$ cat config.mk
export PLATFORM = sky130hd
export DESIGN_NAME = sim_end_monitor
export DESIGN_NICKNAME = d
export VERILOG_FILES = /design/src/rtl/sim_end_monitor.sv
export SDC_FILE = /design/constraint.sdc
export NUM_CORES = 1
export LEC_CHECK = 0
export CORE_MARGIN = 8
export CORE_UTILIZATION = 43
export DETAILED_ROUTE_END_ITERATION = 7
export PLACE_DENSITY_LB_ADDON = 0.25
export RECOVER_POWER = 25
export REMOVE_ABC_BUFFERS = 1
export SYNTH_ARGS = -nofsm -noshare
export SYNTH_HDL_FRONTEND = slang
export SYNTH_SLANG_ARGS = --single-unit
$ cat constraint.sdc
create_clock -name clk -period 3.4 [get_ports clk]
set_input_delay 0.85 -clock clk [delete_from_list [all_inputs] [get_ports clk]]
set_output_delay 0.85 -clock clk [all_outputs]
set_load 0.005 [all_outputs]
$ cat src/rtl/sim_end_monitor.sv
// End-of-test monitor: watches the retire stream for pass/fail addresses, a cycle timeout
// and (with SIM_MON_HANG_EN defined) a no-retire hang; results are held until re-armed.
module sim_end_monitor_match #(
    parameter int XLEN = 32
) (
    input  logic            inst_v,
    input  logic            en,
    input  logic [XLEN-1:0] pc,
    input  logic [XLEN-1:0] addr,
    output logic            hit
);
    assign hit = inst_v & en & (pc == addr);
endmodule

module sim_end_monitor #(
    parameter int XLEN       = 32,
    parameter int NUM_WATCH  = 4,
    parameter int CNT_W      = 32,
    parameter int HANG_LIMIT = 1024
) (
    input  logic                      clk,
    input  logic                      reset,
    input  logic                      arm,
    input  logic                      inst_v,
    input  logic [XLEN-1:0]           pc,
    input  logic [NUM_WATCH*XLEN-1:0] watch_addr,
    input  logic [NUM_WATCH-1:0]      watch_en,
    input  logic [NUM_WATCH-1:0]      watch_fail,
    input  logic [CNT_W-1:0]          timeout,
    output logic                      running,
    output logic                      done,
    output logic [2:0]                status,
    output logic [2:0]                hit_idx,
    output logic [CNT_W-1:0]          cycle_cnt,
    output logic [CNT_W-1:0]          retire_cnt
);
    typedef enum logic [1:0] {IDLE, RUN, DONE} state_t;

    localparam logic [2:0] ST_NONE = 3'd0;
    localparam logic [2:0] ST_PASS = 3'd1;
    localparam logic [2:0] ST_FAIL = 3'd2;
    localparam logic [2:0] ST_TOUT = 3'd3;
    localparam logic [2:0] ST_HANG = 3'd4;

    state_t               state;
    logic [NUM_WATCH-1:0] hit;
    logic                 any_hit, hit_is_fail, hang_hit, tout_hit;
    logic [2:0]           hit_sel;
    logic [CNT_W-1:0]     cycle_inc, retire_inc;

    genvar g;
    generate
        for (g = 0; g < NUM_WATCH; g++) begin : g_ch
            sim_end_monitor_match #(.XLEN(XLEN)) u_match (
                .inst_v (inst_v),
                .en     (watch_en[g]),
                .pc     (pc),
                .addr   (watch_addr[g*XLEN +: XLEN]),
                .hit    (hit[g])
            );
        end
    endgenerate

    // Scan high to low so the lowest matching channel is the one left standing.
    always_comb begin
        any_hit     = 1'b0;
        hit_sel     = 3'd0;
        hit_is_fail = 1'b0;
        for (int i = NUM_WATCH - 1; i >= 0; i--) begin
            if (hit[i]) begin
                any_hit     = 1'b1;
                hit_sel     = 3'(i);
                hit_is_fail = watch_fail[i];
            end
        end
    end

    assign tout_hit   = (timeout != '0) && (cycle_cnt == timeout - CNT_W'(1));
    assign cycle_inc  = (&cycle_cnt)  ? cycle_cnt  : cycle_cnt  + CNT_W'(1);
    assign retire_inc = (&retire_cnt) ? retire_cnt : retire_cnt + CNT_W'(1);

`ifdef SIM_MON_HANG_EN
    localparam int SW = $clog2(HANG_LIMIT + 1);
    logic [SW-1:0] stall_cnt;

    assign hang_hit = !inst_v && (stall_cnt == SW'(HANG_LIMIT - 1));

    always_ff @(posedge clk or negedge reset) begin
        if (!reset)
            stall_cnt <= '0;
        else if (arm)
            stall_cnt <= '0;
        else if (state == RUN)
            stall_cnt <= inst_v ? '0 : stall_cnt + SW'(1);
    end
`else
    // Stall detection compiled out; this is constant 0.
    assign hang_hit = (HANG_LIMIT < 0);
`endif

    always_ff @(posedge clk or negedge reset) begin
        if (!reset) begin
            state      <= IDLE;
            running    <= 1'b0;
            done       <= 1'b0;
            status     <= ST_NONE;
            hit_idx    <= 3'd0;
            cycle_cnt  <= '0;
            retire_cnt <= '0;
        end else if (arm) begin
            state      <= RUN;
            running    <= 1'b1;
            done       <= 1'b0;
            status     <= ST_NONE;
            hit_idx    <= 3'd0;
            cycle_cnt  <= '0;
            retire_cnt <= '0;
        end else if (state == RUN) begin
            cycle_cnt <= cycle_inc;
            if (inst_v)
                retire_cnt <= retire_inc;
            if (any_hit || hang_hit || tout_hit) begin
                state   <= DONE;
                running <= 1'b0;
                done    <= 1'b1;
            end
            if (any_hit) begin
                status  <= hit_is_fail ? ST_FAIL : ST_PASS;
                hit_idx <= hit_sel;
            end else if (hang_hit) begin
                status  <= ST_HANG;
            end else if (tout_hit) begin
                status  <= ST_TOUT;
            end
        end
    end
endmodule

==> metrics.yaml, run 1 <==
netlist_top_cells_count: "xor2_1, nor2_1, dfrtp_1, xnor2_1, nor4_1"
cp_cell_sequence: "buf_6, or4_4, nand3b_4, or4_4, and2_4, nor4b_4, nand4_1, or4_4, o21a_4, mux2_4"
clock_skew_ns: 0.0154
critPathKind: "input port to flop"
worstMarginPinSlew_ns: 1.95
utilization: 0.754
grt_start_max_net_pins: 79
rsz0062_at_grt: "true"
grt_pass1_wl_um: 40900
critPathCaptureType: "flop"
dieArea_um2: 18300
crit_buf_inv: 1
cts_tree: "done"
viasPerCell: 5.42
drt-wirelength-per-cell_um: 20.3
yosys_warnings: 0
maxCapViolCount: 2
clockRootBuffer: "clkbuf_16"
post-route-period-util: 1.03
drtIter0Drc: 472
antenna_found_initial: 2
worstHoldPathType: "input port to asynchronous set/reset pin"
setup-violations-final: 2
cpMaxStageDelayCell: "or4_4"
drv_slew: 67
clk_path_buf_depth: 2
antenna_left: 0
period_needed_ns: 3.50
crit_top_cell: "or4_4"
htreeDepth: 3
routabilityCongestion: 0.938
leakage_nw: 4.25
pre_cts_ws_ns: -0.918
crit_family: "simple AND/OR/NAND/NOR gates"
synthTopCellsByArea: "dfrtp_1, xor2_1, xnor2_1"
grt.overflow.total: 0
syn-cell-area_um2: 6110
boundaryPins: 276
cp_max_fo: 4
cts.sinks: 70
area_growth_pct: 71.3
power.density_nw_per_um2: 249
syn_avg_cell_area_um2: 8.40
clk_pin_slew_worst_paths_ns: 0.06
slew_headroom: -0.297
fill_cells: 1014
peakVddDrop_uv: 258
hold_viol_final: 0
seq_area_frac_synth: 0.287
drt_wl_total_um: 26500
timing.setup.tns_ns: -0.111
setup_slack_ns: -0.102
fmax_ghz: 0.286
synth-edff-count: 0
synth.distinct_cells: 59
start_util: 0.440
layout-drive-gt1-share: 0.175
grt_usage: 0.285
yosysMostFrequentCell: "xor2_1"
worstSkewPairLatency_ns: 0.35
yosysTopAreaCell: "dfrtp_1"
startpoint_type: "input port"
synth-seq-cells: 70
dp_hpwl_um: 21700
cts_buffers: 9
drc: 0
dpl-instance-area_um2: 9880
die_y_um: 135
vias: 7072
port_buffers: 273
nNetsFinal: 1326
die_x_um: 135
rows: 43
coreArea_um2: 13900
synthDominantCellAreaShare: 0.287
synth_flop_cell: "dfrtp_1"
finalNonFillerCells: 1305
synth_cells: 728
slowest_delay_ns: 0.54
status: "complete, but fails checks"
dr.pass1.iters: 5
cp.arrival_ns: 3.73
grt_pass1_vias: 7316
synth_async_sr_flop_share: 1.00
placed_cells: 1282
worstPathRequired_ns: 3.63
violations: "max-capacitance violations, max-slew violations, negative setup slack"
final_area_um2: 10500
through the flow:
step | power [mW] | hold WS (ns)
floorplan | 1.07 | 0.496
global placement | 1.56 | 0.505
detailed placement | 1.57 | 0.505
CTS | 2.61 | 0.314
global route | 2.72 | 0.394
finish | 2.61 | 0.371
timing repair:
item                                   4_1_cts  5_1_grt
resized for setup                           78       30
gates cloned                                 0        0
endpoints found under the hold margin        0        0
buffers inserted                             2        3
setup endpoints to repair                    4        4
pin swaps                                   18       14
hold buffers                                 0        0
final timing paths:
kind	start	end	slack (ns)	cells past startpoint
setup / recovery	timeout[0]	status[0]$_DFFE_PN0P_	-0.10	10
hold / removal	reset	cycle_cnt[3]$_DFFE_PN0P_	0.37	1
setup reg to reg	cycle_cnt[28]$_DFFE_PN0P_	status[0]$_DFFE_PN0P_	0.50	9
hold reg to reg	state[0]$_DFFE_PN0P_	state[0]$_DFFE_PN0P_	0.53	1
max in group asynchronous	reset	retire_cnt[7]$_DFFE_PN0P_	0.89	2
min in group clk	state[0]$_DFFE_PN0P_	state[0]$_DFFE_PN0P_	0.53	1
metal layers:
metal	share of wire	up-vias	wire [um]	global-route usage
met1	0.39	3356	10300	0.326
li1	-	3357	-	-
met5	0	-	0	0
met4	0.026	0	694	0.0999
met2	0.50	312	13300	0.506
met3	0.081	47	2140	0.0720
kinds of logic (layout without fill, tap and decap cells):
| group | after synthesis | in the layout | synth area share |
|---|---|---|---|
| AOI/OAI and AO/OA | 75 | 75 | 0.0745 |
| xor gates and xnor gates | 215 | 215 | 0.308 |
| adders and majority gates | 4 | 4 | 0.00819 |
| buffers and inverters | 37 | 431 | 0.0252 |
| DFF | 70 | 70 | 0.287 |
| muxes | 8 | 8 | 0.0143 |
| other | 1 | 4 | 0.000614 |
| and+or+nand+nor | 318 | 318 | 0.282 |
final cells by class:
| cell class | count | area, um2 | share of cell area |
|---|---|---|---|
| well taps | 180 | 225 | 0.0215 |
| clock buffers | 10 | 229 | 0.0219 |
| multi-input cells | 622 | 4460 | 0.426 |
| clock inverters | 6 | 93.8 | 0.00896 |
| repair buffers | 396 | 3630 | 0.347 |
| flip-flops and latches | 70 | 1750 | 0.167 |
| diodes | 2 | 5.00 | 0.000478 |
| inverters | 19 | 73.8 | 0.00705 |
where the power goes:
group	switching, mW	leakage, nW	internal, mW	total (mW)
Combinational	0.308	3.13	0.412	0.719
Clock	0.386	0.153	0.647	1.03
Sequential	0.0141	0.967	0.843	0.857
cells in the final DEF (no fill, tap or decap), types with 3 or more instances in the layout:
cell type / instances
mux2i_1: 5
nor2_1: 72
clkdlybuf4s15_1: 4
clkdlybuf4s50_1: 245
and3_1: 11
and2_1: 3
nor2b_1: 9
xnor2_1: 55
nand2b_1: 4
nor2_2: 3
a21oi_1: 23
nand4b_1: 3
buf_6: 4
and4_1: 4
or3_1: 14
o211ai_1: 4
inv_1: 18
a31oi_1: 3
nor4_2: 9
clkbuf_2: 3
o21ai_0: 22
nor3_1: 19
dlygate4sd2_1: 9
or4_1: 4
nand2_1: 46
clkbuf_16: 9
dlymetal6s2s_1: 3
dfrtp_1: 70
ha_1: 3
nand3_1: 25
nor4_1: 37
xor2_1: 158
clkbuf_1: 4
nand4_1: 26
nor4_4: 5
buf_4: 118
or4_4: 5
o21ai_1: 3
buf_2: 4
flip-flops by register name, indices dropped and copies added, names as in the netlist:
signal and count:
state 2, status 2, hit_idx 2, cycle_cnt 32
retire_cnt 32
worst reg2reg max path, cell delays in order (launching register included):
cell,delay [ns]
dfrtp_1,0.48
xnor2_2,0.38
o22ai_1,0.16
nor4_2,0.15
nand4_1,0.14
a2111oi_2,0.29
nand4_1,0.14
or4_4,0.54
o21a_4,0.23
mux2_4,0.29
Power figures use the tool's default switching activity.
==> run 2, diff against run 1 <==
Settings changed: CORE_UTILIZATION 43 to 46, SLEW_MARGIN set to 25.
Clock period 3.4 ns to 4.5 ns, I/O delays scaled along.
==> metrics.yaml, run 2 (same netlist as run 1, synthesis figures left out) <==
internal-power_mw: 1.36  # -28%
timing.setup.tns_ns: 0  # +0.111 ns
route.met3.wl_um: 2090  # -2.1%
peakVddDrop_uv: 351  # +36%
cts_tree: "done"
startpoint_type: "input port"
critPathKind: "input port to flop"
start_util: 0.467  # +0.0268
power_frac_seq: 0.348  # +0.020
dp_hpwl_um: 20800  # -4.2%
switching_power_mw: 0.502  # -29%
finalPower_mw: 1.86  # -29%
slew_headroom: -0.148  # +0.149
crit_family: "simple AND/OR/NAND/NOR gates"
grt_start_max_net_pins: 51  # -35%
grt.overflow.total: 0  # unchanged
fill_cells: 1014  # unchanged
met2_length_um: 12100  # -8.9%
hold_start: "state[0]$_DFFE_PN0P_"
highest_layer: "met4"
r2r-start: "cycle_cnt[28]$_DFFE_PN0P_"
area_growth_pct: 57.3
clk_pin_slew_worst_paths_ns: 0.06  # about the same
r2r-end: "status[0]$_DFFE_PN0P_"
r2r_cells: 9  # unchanged
worstMarginPinSlew_ns: 1.72  # -0.224 ns
clk_path_buf_depth: 2  # unchanged
drv_slew: 34  # -49%
setup-violations-final: 0  # -2
cts.sinks: 70  # unchanged
grt_pass1_wl_um: 38900  # -4.9%
cts_setup_buffers: 0  # -2
cp_cell_sequence: "clkdlybuf4s50_1, buf_4, inv_1, ha_1, nor3b_1, o21ai_0, o21ai_0, nand4_1, a2111oi_0, nand4_1, or4_4, o21a_2, mux2_4"
fmax_ghz: 0.233
antenna_left: 0  # unchanged
final_common_cell: "clkdlybuf4s50_1"
coreArea_um2: 13100  # -5.7%
leakage_nw: 3.75  # -12%
clock_skew_ns: 0.00554  # -0.00989 ns
grt_usage: 0.283  # -0.00228
drtIter0Drc: 455  # -3.6%
hold_viol_final: 0  # unchanged
drt_wl_total_um: 25000  # -5.6%
port_buffers: 273  # unchanged
clockRootBuffer: "clkbuf_16"
worstHoldPathType: "flop to flop"
antenna_found_initial: 0  # -2
dr.pass1.iters: 6  # +1
cp_max_fo: 5  # +1
rrSetupSlack_ns: 1.32  # +0.82 ns
viasPerCell: 5.51  # +1.7%
dieArea_um2: 17200  # -5.8%
maxCapViolCount: 1  # -1
die_y_um: 131  # -2.9%
final_cell_mix: "clkdlybuf4s50_1, xor2_1, nor2_1, dfrtp_1, xnor2_1"
drc: 0  # unchanged
rows: 42  # -2.3%
hold_path_depth: 1
holdBufCountCts: 0  # unchanged
routabilityCongestion: 0.953  # +1.5%
cts_buffers: 9  # unchanged
period_needed_ns: 4.30
power.density_nw_per_um2: 194  # -22%
cpMaxStageDelayCell: "or4_4"
rsz0062_at_grt: "false"
critPathCaptureType: "flop"
reg_top3: "cycle_cnt x32, retire_cnt x32"
diodes: 0  # -2
htreeDepth: 3  # unchanged
fin_hold_ws_ns: 0.521  # +0.149 ns
slowest_delay_ns: 0.54  # about the same
boundaryPins: 276  # unchanged
worstSkewPairLatency_ns: 0.34  # about the same
die_x_um: 131  # -2.9%
combPwrFrac: 0.261  # -0.015
cp.arrival_ns: 4.52  # +0.79 ns
status: "complete, but fails checks"
grt_pass1_vias: 6846  # -6.4%
utilization: 0.735  # -0.0197
met1_length_um: 9950  # -3.7%
clockPowerShare: 0.392  # -0.004
nNetsFinal: 1248  # -5.9%
hold_path_end: "state[0]$_DFFE_PN0P_"
drt-wirelength-per-cell_um: 20.5  # +0.94%
cp.depth: 13  # +3
layout-drive-gt1-share: 0.0737  # -0.102
vias: 6731  # -4.8%
worstPathRequired_ns: 4.72  # +1.09 ns
crit_buf_inv: 3  # +2
violations: "max-capacitance violations, max-slew violations"
ctsResizeCount: 0  # -100%
netSwitchingFraction: 0.269  # -0.00172
post-route-period-util: 0.955
[run 2: routing by layer]
layer / global-route usage / vias to the layer above
met5: 0 / -
met4: 0.105 / 0
met3: 0.0751 / 49
met2: 0.488 / 286
met1: 0.330 / 3203
li1: - / 3193
[run 2: stage by stage]
step	cells	area, um2	setup slack [ns]
after global routing	1221	9610	0.0143
after global placement	1205	9310	-0.0207
after CTS	1221	9620	0.251
final	1221	9610	0.201
after detailed placement	1205	9310	-0.0917
after floorplan	711	6030	0.450
[run 2: how the worst max path moves through the flow]
| stage | slack (ns) | to | start |
|---|---|---|---|
| 2_1_floorplan | 0.45 | status[0]$_DFFE_PN0P_ | timeout[1] |
| 3_3_place_gp | -0.02 | status[0]$_DFFE_PN0P_ | timeout[1] |
| 3_5_place_dp | -0.09 | status[0]$_DFFE_PN0P_ | timeout[0] |
| 4_1_cts | 0.25 | status[0]$_DFFE_PN0P_ | timeout[0] |
| 5_1_grt | 0.01 | status[0]$_DFFE_PN0P_ | timeout[0] |
| 6_report | 0.20 | status[0]$_DFFE_PN0P_ | timeout[0] |
[run 2: worst reg2reg max path, stage by stage, from the launching register on]
cell	delay (ns)
dfrtp_1	0.47
xnor2_1	0.43
o22ai_1	0.17
nor4_1	0.20
nand4_1	0.13
a2111oi_0	0.44
nand4_1	0.16
or4_4	0.54
o21a_2	0.24
mux2_4	0.29
[run 2: power by group through the flow]
stage	Sequential (mW)	Combinational, mW	Clock, mW
3_3_place_gp	0.659	0.478	0
6_report	0.648	0.486	0.730
3_5_place_dp	0.659	0.484	0
5_1_grt	0.649	0.524	0.762
4_1_cts	0.648	0.488	0.742
2_1_floorplan	0.657	0.152	0
[run 2: area by class of cell]
cell class | instances | area (um2) | area share
inverter | 19 | 71.3 | 0.00742
tap | 176 | 220 | 0.0229
timing repair buffer | 318 | 3050 | 0.317
sequential | 70 | 1750 | 0.182
clock inverter | 6 | 68.8 | 0.00716
multi-input combinational | 622 | 4210 | 0.438
clock buffer | 10 | 239 | 0.0249
==> run 3, diff against run 2 <==
Settings changed: CORE_UTILIZATION 46 to 47, SYNTH_HIERARCHICAL set to 1.
==> metrics.yaml, run 3 <==
grt_pass1_wl_um: 36000  # -7.6%
dr.pass1.iters: 5  # -1
seq_area_frac_synth: 0.277  # -0.00958
leakage_nw: 3.59  # -4.3%
multi_input_area_um2: 4400  # +4.4%
cts_tree: "done"
dpl-instance-area_um2: 9250  # -0.69%
grt.overflow.total: 0  # unchanged
cts_setup_buffers: 0  # unchanged
clk_path_buf_depth: 2  # unchanged
critPathKind: "input port to flop"
layout-drive-gt1-share: 0.0541  # -0.0196
hold_path_end: "state[0]$_DFFE_PN0P_"
r2r-start: "retire_cnt[12]$_DFFE_PN0P_"
clk_pin_slew_worst_paths_ns: 0.06  # about the same
vias: 6520  # -3.1%
dieArea_um2: 17400  # +1.1%
port_buffers: 273  # unchanged
placed_cells: 1176  # -2.4%
antenna_found_initial: 1  # +1
clock_skew_ns: 0.0109  # +0.00540 ns
clockRootBuffer: "clkbuf_16"
drv_slew: 71  # +110%
final_cell_mix: "clkdlybuf4s50_1, xor2_1, xnor2_1, nor2_1, dfrtp_1"
switching_power_mw: 0.474  # -5.5%
synth_flop_cell: "dfrtp_1"
synth-edff-count: 0  # unchanged
final_area_um2: 9520  # -0.95%
viasPerCell: 5.47  # -0.78%
routabilityCongestion: 0.956  # +0.39%
ctsResizeCount: 0  # unchanged
boundaryPins: 276  # unchanged
netSwitchingFraction: 0.272  # +0.00299
nNetsFinal: 1219  # -2.3%
synth_async_sr_flop_share: 1.00  # unchanged
synthDominantCellAreaShare: 0.277  # -0.00958
rrSetupSlack_ns: 1.49  # +0.17 ns
die_y_um: 132  # +0.55%
finalPower_mw: 1.74  # -6.6%
netlist_top_cells_count: "xor2_1, xnor2_1, nor2_1, dfrtp_1, nand3_1"
grt_usage: 0.254  # -0.0291
combPwrFrac: 0.258  # -0.003
finalNonFillerCells: 1192  # -2.4%
synthTopCellsByArea: "dfrtp_1, xor2_1, xnor2_1"
violations: "max-capacitance violations, max-slew violations"
drt_wl_total_um: 22900  # -8.1%
antenna_left: 0  # unchanged
r2r_cells: 8  # -1
layout.area.seq_um2: 1750  # unchanged
grt_pass1_vias: 6658  # -2.7%
maxCapViolCount: 1  # unchanged
peakVddDrop_uv: 214  # -39%
cts.sinks: 70  # unchanged
holdBufCountCts: 0  # unchanged
slew_headroom: -0.141  # +0.00759
period_needed_ns: 3.94  # -0.363 ns
r2r-end: "retire_cnt[14]$_DFFE_PN0P_"
setup-violations-final: 0  # unchanged
startpoint_type: "input port"
htreeDepth: 3  # unchanged
synth.distinct_cells: 64  # +8.5%
area_growth_pct: 50.6
dp_hpwl_um: 18900  # -9.1%
hold_path_depth: 1  # unchanged
power.density_nw_per_um2: 183  # -5.7%
power_frac_seq: 0.368  # +0.020
reg_top3: "cycle_cnt x32, retire_cnt x32"
drt-wirelength-per-cell_um: 19.3  # -5.9%
drc: 0  # unchanged
rows: 42  # unchanged
synth_cells: 737  # +1.2%
fill_cells: 1024  # +0.99%
synth-seq-cells: 70  # unchanged
critPathCaptureType: "flop"
final_common_cell: "clkdlybuf4s50_1"
syn-cell-area_um2: 6320  # +3.5%
timing.setup.tns_ns: 0  # unchanged
diodes: 0  # unchanged
hold_viol_final: 0  # unchanged
cp_max_fo: 7  # +2
setup_slack_ns: 0.564  # +0.363 ns
internal-power_mw: 1.27  # -6.9%
worstPathRequired_ns: 4.68  # -0.04 ns
cts_buffers: 9  # unchanged
syn_avg_cell_area_um2: 8.58  # +2.2%
rsz0062_at_grt: "false"
worstMarginPinSlew_ns: 1.71  # -0.0114 ns
start_util: 0.479  # +0.0123
worstSkewPairLatency_ns: 0.33  # about the same
grt_start_max_net_pins: 71  # +39%
pre_cts_ws_ns: 0.292  # +0.383 ns
coreArea_um2: 13200  # +0.80%
die_x_um: 132  # +0.55%
yosys_warnings: 6  # +6
yosysMostFrequentCell: "xor2_1"
post-route-period-util: 0.875  # -0.0807
hold_start: "state[0]$_DFFE_PN0P_"
status: "complete, but fails checks"
cp.arrival_ns: 4.11  # -0.41 ns
drtIter0Drc: 310  # -32%
fmax_ghz: 0.254  # +9.2%
yosysTopAreaCell: "dfrtp_1"
worstHoldPathType: "flop to flop"
clockPowerShare: 0.374  # -0.018
## run 3: cell types whose count changed in the layout (fill, tap and decap cells not counted), moves of 14 or more
cell     before  now
buf_4        43   11
nand2_1      46   30
nor2_1       75   89
nor4_1       50   26
xnor2_1      57   92
xor2_1      158  130
## run 3: worst max-delay path by stage
stage / start / end / slack [ns]
6_report: timeout[2] / state[1]$_DFFE_PN0P_ / 0.56
5_1_grt: timeout[10] / status[1]$_DFFE_PN0P_ / 0.37
4_1_cts: timeout[2] / state[1]$_DFFE_PN0P_ / 0.62
3_5_place_dp: timeout[0] / status[1]$_DFFE_PN0P_ / 0.29
3_3_place_gp: timeout[2] / status[1]$_DFFE_PN0P_ / 0.33
2_1_floorplan: timeout[0] / status[0]$_DFFE_PN0P_ / 1.05
## run 3: metrics by stage
stage               utilization  hold slack, ns
finish                    0.722           0.567
global route              0.722           0.586
CTS                       0.722           0.570
detailed placement        0.701           0.515
global placement          0.701           0.518
floorplan                     -           0.508
## run 3: area by class of cell
class,count,share of cell area
clock buffer,9,0.0237
clock inverter,7,0.00512
inverter,20,0.00788
multi-input combinational,626,0.462
sequential,70,0.184
tap,176,0.0231
timing repair buffer,284,0.295
## run 3: cell families (layout without fill, tap and decap cells)
logic type | Yosys count | in the layout | synth area share
fa+ha+maj | 4 | 4 | 0.00791
flops | 70 | 70 | 0.277
buf+inv | 42 | 320 | 0.0285
simple gates | 319 | 319 | 0.283
other cells | 1 | 2 | 0.000593
mux | 6 | 6 | 0.00970
xor+xnor | 222 | 222 | 0.307
compound gates | 73 | 73 | 0.0855
## run 3: power groups by stage
stage	Clock, mW	Combinational [mW]	Sequential (mW)
final	0.651	0.449	0.642
after global routing	0.693	0.484	0.642
after CTS	0.660	0.450	0.641
after detailed placement	0	0.447	0.652
after global placement	0	0.444	0.653
after floorplan	0	0.154	0.651
## run 3: routing by layer
metal	vias to the layer above	share of wire	track usage
met5	-	0.00057	0
met2	240	0.48	0.418
met1	3065	0.42	0.309
li1	3178	-	-
met4	2	0.023	0.0708
met3	35	0.083	0.0857
## run 3: worst max-delay path: stages
cell,delay (ns)
clkdlybuf4s50_1,0.56
or4_4,0.57
or4_1,0.51
nor3b_1,0.18
o31ai_1,0.53
a211oi_2,0.14
a31oi_1,0.35
a21oi_1,0.13
